`src/rtl/lfsr_bank.sv`:
```
// Bank of independent Fibonacci LFSR channels with a shared runtime tap mask.
// Supports per-channel reseed, multi-step advance and all-zero lock-up recovery.
module lfsr_bank #(
  parameter int unsigned      WIDTH        = 32,
  parameter int unsigned      OUT_WID      = 6,
  parameter int unsigned      N_CH         = 4,
  parameter int unsigned      STEPS        = 1,
  parameter logic [WIDTH-1:0] DEFAULT_TAPS = WIDTH'(32'h8020_0003),
  parameter logic [WIDTH-1:0] DEFAULT_SEED = WIDTH'(1),
  localparam int unsigned     CH_W         = (N_CH > 1) ? $clog2(N_CH) : 1
) (
  input  logic                    clk,
  input  logic                    rst_ni,
  input  logic                    en_i,
  input  logic                    seed_we_i,
  input  logic [CH_W-1:0]         seed_ch_i,
  input  logic [WIDTH-1:0]        seed_i,
  input  logic                    taps_we_i,
  input  logic [WIDTH-1:0]        taps_i,
  input  logic                    lockup_clr_i,
  output logic [N_CH*OUT_WID-1:0] rand_o,
  output logic                    valid_o,
  output logic [N_CH-1:0]         lockup_o
);

  logic [WIDTH-1:0]             taps_q;
  logic [N_CH-1:0][WIDTH-1:0]   state_q;
  logic [N_CH-1:0][WIDTH-1:0]   state_d;
  logic [N_CH-1:0]              lock_set;
  logic [N_CH*OUT_WID-1:0]      rand_q;
  logic                         valid_q;
  logic [N_CH-1:0]              lockup_q;

  // Each channel's reset seed is the base seed rotated left by its index.
  function automatic logic [WIDTH-1:0] reset_seed(input int unsigned c);
    int unsigned      r;
    logic [WIDTH-1:0] v;
    r = c % WIDTH;
    v = DEFAULT_SEED;
    return (v << r) | (v >> (WIDTH - r));
  endfunction

  function automatic logic [WIDTH-1:0] advance(input logic [WIDTH-1:0] s,
                                               input logic [WIDTH-1:0] t);
    logic [WIDTH-1:0] v;
    v = s;
    for (int unsigned i = 0; i < STEPS; i++) begin
      v = {v[WIDTH-2:0], ^(v & t)};
    end
    return v;
  endfunction

  always_comb begin
    state_d  = state_q;
    lock_set = '0;
    for (int unsigned c = 0; c < N_CH; c++) begin
      if (seed_we_i && (32'(seed_ch_i) == c)) begin
        state_d[c] = seed_i;
      end else if (state_q[c] == '0) begin
        state_d[c]  = reset_seed(c);
        lock_set[c] = 1'b1;
      end else if (en_i) begin
        state_d[c] = advance(state_q[c], taps_q);
      end
    end
  end

  always_ff @(posedge clk or negedge rst_ni) begin
    if (!rst_ni) begin
      for (int unsigned c = 0; c < N_CH; c++) begin
        state_q[c] <= reset_seed(c);
      end
      taps_q   <= DEFAULT_TAPS;
      rand_q   <= '0;
      valid_q  <= 1'b0;
      lockup_q <= '0;
    end else begin
      state_q <= state_d;
      if (taps_we_i) begin
        taps_q <= taps_i;
      end
      valid_q <= en_i;
      if (en_i) begin
        for (int unsigned c = 0; c < N_CH; c++) begin
          rand_q[c*OUT_WID +: OUT_WID] <= state_d[c][WIDTH-1 -: OUT_WID];
        end
      end
      // A new lock-up in the same cycle as a clear keeps the flag set.
      lockup_q <= (lockup_q & ~{N_CH{lockup_clr_i}}) | lock_set;
    end
  end

  assign rand_o   = rand_q;
  assign valid_o  = valid_q;
  assign lockup_o = lockup_q;

endmodule
```
`config.mk`:
```
export PLATFORM = sky130hd
export DESIGN_NAME = lfsr_bank
export DESIGN_NICKNAME = d
export VERILOG_FILES = /design/src/rtl/lfsr_bank.sv
export SDC_FILE = /design/constraint.sdc
export NUM_CORES = 1
export LEC_CHECK = 0
export BUFFER_PORTS_ARGS = -buffer_cell sky130_fd_sc_hd__clkbuf_2
export CORE_AREA = 2 2 180 94
export CTS_CLUSTER_SIZE = 24
export DETAILED_ROUTE_END_ITERATION = 8
export DIE_AREA = 0 0 182 96
export PLACE_DENSITY = 0.84
export RECOVER_POWER = 100
export SETUP_SLACK_MARGIN = 0.05
export SLEW_MARGIN = 20
export SYNTH_ARGS = -nofsm -noshare
export SYNTH_HDL_FRONTEND = slang
export SYNTH_SLANG_ARGS = --single-unit
```
`constraint.sdc`:
```
create_clock -name clk -period 3.3 [get_ports clk]
set_input_delay 0.66 -clock clk [delete_from_list [all_inputs] [get_ports clk]]
set_output_delay 0.66 -clock clk [all_outputs]
set_load 0.01 [all_outputs]
```
==> load_flow_metrics.sql <==
INSERT INTO impl_metrics (metric_group, metric, value, unit) VALUES
('worst_setup_path', 'worstSetupStartpointType', 'flip-flop', ''),
('clocking', 'tritoncts_clock_tree', 'yes', ''),
('clocking', 'clkLatencyLatePin', '440', 'ps'),
('place', 'gp_routability_congestion', '0.985', ''),
('die', 'coreArea', '0.0159', 'mm²'),
('yosys', 'syn-instance-count', '1062', ''),
('pwr', 'overall_power', '7.89', 'mW'),
('global_route', 'first_global_vias', '8375', ''),
('layout', 'post_route_cells_drive_above_1_share', '0.159', ''),
('layout', 'antenna_fix_cells', '0', ''),
('global_route', 'initial_antenna_violation_count', '0', ''),
('drt', 'total_routed_wirelength', '32700', 'µm'),
('die', 'die_x', '182', 'µm'),
('die', 'dieHeight', '96', 'µm'),
('layout', 'final_nets', '1220', ''),
('timing', 'timing.final.setup_violations', '0', ''),
('outcome', 'run_status', 'finished, violations left', ''),
('drt', 'detailedRoute.firstPassIterationCount', '7', ''),
('clocking', 'postCtsResizedCells', '0', ''),
('clocking', 'clock-root-buffer', 'clkbuf_16', ''),
('place', 'place_hpwl', '23600', 'µm'),
('clocking', 'clk_transition_reported_paths', '80', 'ps'),
('worst_setup_path', 'critical_path.most_common_cell', 'nor2_1', ''),
('timing', 'fin_crit', '2830', 'ps'),
('timing', 'slew_headroom', '-0.282', ''),
('pwr', 'vdd.ir_drop.worst', '439', 'µV'),
('global_route', 'globalRouteTotalUtil', '0.387', ''),
('outcome', 'failed_checks', 'max-capacitance violations, max-slew violations', ''),
('drt', 'iter_0_drt_violations', '1232', ''),
('global_route', 'globalRouteOverflowTotal', '0', ''),
('die', 'ios', '101', ''),
('yosys', 'ys_seq_elements', '189', ''),
('clocking', 'clockBufferDepth', '2', ''),
('timing', 'tightestPinTransition', '1920', 'ps'),
('yosys', 'ys_types', '38', ''),
('pwr', 'leakage_component_of_the_power', '4.68', 'nW'),
('yosys', 'synth_nets', '1134', ''),
('layout', 'areaGrowthSynthToFinish', '12.0', '%'),
('worst_setup_path', 'critPathMaxFanout', '16', ''),
('yosys', 'synth_warnings', '0', ''),
('worst_setup_path', 'critical_path.endpoint_type', 'flip-flop', ''),
('drt', 'wl_per_cell', '23.8', 'µm'),
('layout', 'most-common-layout-cells', 'nand2_1 (202), dfrtp_1 (181), nor2_1 (166)', ''),
('die', 'fp-row-count', '33', ''),
('place', 'place.port_buffers', '100', ''),
('global_route', 'largest_net_degree_at_the_start_of_global_routing', '88', ''),
('worst_setup_path', 'worst_ep_required_time', '3620', 'ps'),
('drt', 'avgViaCountPerCell', '6.65', ''),
('pwr', 'power_dens_cells', '705', 'mW/mm²'),
('job', 'count_of_max_cap_constraint_violations', '2', ''),
('min_path', 'hold_path.class', 'input pin to flip-flop', ''),
('worst_setup_path', 'worstPathCellList', 'nor4_1 > nand4_1 > nor2_1 > nor2_1 > buf_4 > clkbuf_1 > o21ai_0 > a21oi_1', ''),
('drt', 'route.antenna.remaining_nets', '0', ''),
('clocking', 'tritoncts.num_buffers', '17', ''),
('worst_setup_path', 'data_arrival_time_at_the_worst_slack_endpoint', '3160', 'ps'),
('worst_setup_path', 'worst-path-buf-inv', '2', ''),
('die', 'initial_core_util', '0.627', ''),
('timing', 'report.final.hold_viol_count', '0', ''),
('yosys', 'ys_seq_area_frac', '0.474', ''),
('worst_setup_path', 'critical-path-top-delay-family', 'simple AND/OR/NAND/NOR gates', ''),
('die', 'die_area', '0.0175', 'mm²'),
('worst_setup_path', 'cp_slowest_stage_delay', '640', 'ps'),
('clocking', 'post_cts.repair.setup_buffers', '0', ''),
('layout', 'layout.filler_cells', '1265', ''),
('timing', 'finClkSkew', '15.6', 'ps'),
('yosys', 'syn_area', '0.0100', 'mm²'),
('drt', 'route.vias.total', '9114', ''),
('timing', 'finalCritPeriodShare', '0.859', ''),
('clocking', 'numClockSinks', '189', ''),
('drt', 'drc', '0', ''),
('clocking', 'cts.htree.levels', '4', ''),
('timing', 'rsz_0062_raised_after_global_routing', 'no', ''),
('worst_setup_path', 'cpMaxStageDelayCell', 'nor4_1', ''),
('timing', 'max_freq', '353', 'MHz'),
('layout', 'final_common_cell', 'nand2_1', ''),
('worst_setup_path', 'critical_path_class', 'flip-flop to flip-flop', ''),
('timing', 'fin_tns_setup', '0', 'ps'),
('global_route', 'grt_pass1_wl', '49600', 'µm'),
('yosys', 'synthesized_area_per_cell', '9.41', 'µm²'),
('timing', 'finalMaxSlewViolations', '98', ''),
('clocking', 'holdBufCountCts', '0', '');
final cells by class:
| type | count | area (µm²) | area share |
|---|---|---|---|
| Timing Repair Buffer | 123 | 623 | 0.0557 |
| Sequential cell | 189 | 4740 | 0.423 |
| Tap cell | 210 | 263 | 0.0235 |
| Multi-Input combinational cell | 811 | 4980 | 0.445 |
| Clock inverter | 13 | 135 | 0.0121 |
| Clock buffer | 19 | 433 | 0.0387 |
| Inverter | 6 | 22.5 | 0.00201 |
worst paths after layout:
kind	end	depth (start not counted)	slack (ps)	from
max in group asynchronous	state_q[21]	2	810	rst_ni
setup / recovery	state_q[53]	8	470	state_q[49]
hold reg to reg	rand_o[23]	1	510	rand_o[23]
hold / removal	taps_q[14]	2	450	taps_i[14]
setup reg to reg	state_q[53]	8	470	state_q[49]
min in group asynchronous	taps_q[10]	1	660	rst_ni
routing by layer:
layer,up-vias,share of wire,global-route usage
met4,0,0.015,0.0827
met1,4436,0.41,0.570
met2,766,0.39,0.513
li1,3857,-,-
met3,55,0.19,0.181
met5,-,0,0
registers in the layout, summed over array words and instances (netlist names):
| name | count |
|---|---|
| lockup_o | 4 |
| rand_o | 24 |
| state_q | 128 |
| taps_q | 32 |
| valid_o | 1 |
stage by stage:
| stage | hold WS, ps | area (µm²) | std cells | setup WS, ps | utilization |
|---|---|---|---|---|---|
| 2_1_floorplan | 364 | 10000 | 1062 | 1420 | - |
| 3_3_place_gp | 490 | 10700 | 1339 | 530 | 0.673 |
| 3_5_place_dp | 497 | 10700 | 1339 | 476 | 0.673 |
| 4_1_cts | 235 | 11300 | 1371 | 822 | 0.709 |
| 5_1_grt | 450 | 11200 | 1371 | 340 | 0.702 |
| 6_report | 446 | 11200 | 1371 | 466 | 0.702 |
worst reg2reg max path, cell delays in order (launching register included):
cell and delay (ps):
dfrtp_1 430, nor4_1 640, nand4_1 260, nor2_1 260
nor2_1 190, buf_4 250, clkbuf_1 370, o21ai_0 230
a21oi_1 90
report_power, final:
part / switching, mW / internal, mW / total [mW] / leakage, nW
sequential: 0.622 / 2.76 / 3.38 / 2.25
combinational: 1.26 / 1.20 / 2.47 / 2.17
clock: 0.978 / 1.06 / 2.04 / 0.270
synth_stat cells:
| cell type | n | area [µm²] |
|---|---|---|
| a31oi_1 | 6 | 37.5 |
| mux2_2 | 50 | 563 |
| inv_1 | 5 | 18.8 |
| xor2_1 | 29 | 254 |
| inv_2 | 1 | 3.75 |
| a2bb2oi_2 | 1 | 15.0 |
| a211oi_1 | 1 | 7.51 |
| buf_2 | 17 | 85.1 |
| nand3_1 | 1 | 5.00 |
| o32ai_1 | 3 | 26.3 |
| buf_1 | 3 | 11.3 |
| nor3b_2 | 1 | 12.5 |
| nand2_1 | 202 | 758 |
| clkbuf_8 | 1 | 13.8 |
| a21oi_1 | 28 | 140 |
| nor2b_1 | 1 | 6.26 |
| mux2i_1 | 37 | 370 |
| a22oi_1 | 2 | 15.0 |
| buf_6 | 2 | 22.5 |
| o21ai_1 | 6 | 30.0 |
| xnor2_1 | 95 | 832 |
| and3_1 | 1 | 6.26 |
| nor2_2 | 3 | 18.8 |
| a221oi_1 | 62 | 543 |
| nor3_1 | 3 | 15.0 |
| dlymetal6s2s_1 | 1 | 12.5 |
| nor2_1 | 163 | 612 |
| a22o_1 | 14 | 123 |
| nand4_1 | 8 | 50.1 |
| dfrtp_1 | 181 | 4530 |
| nor3_2 | 2 | 20.0 |
| dfstp_2 | 8 | 210 |
| clkbuf_1 | 32 | 120 |
| o21ai_0 | 56 | 280 |
| nand2_2 | 2 | 12.5 |
| or2_2 | 1 | 6.26 |
| nor4_1 | 32 | 200 |
| and3b_1 | 1 | 8.76 |
cells by family (layout without fill, tap and decap cells):
logic type	Yosys count	after routing	share of synthesized area
buf+inv	62	161	0.0288
compound gates	179	179	0.122
mux	87	87	0.0934
simple gates	421	421	0.173
flops	189	189	0.474
xor+xnor	124	124	0.109
Power figures use the tool's default switching activity.
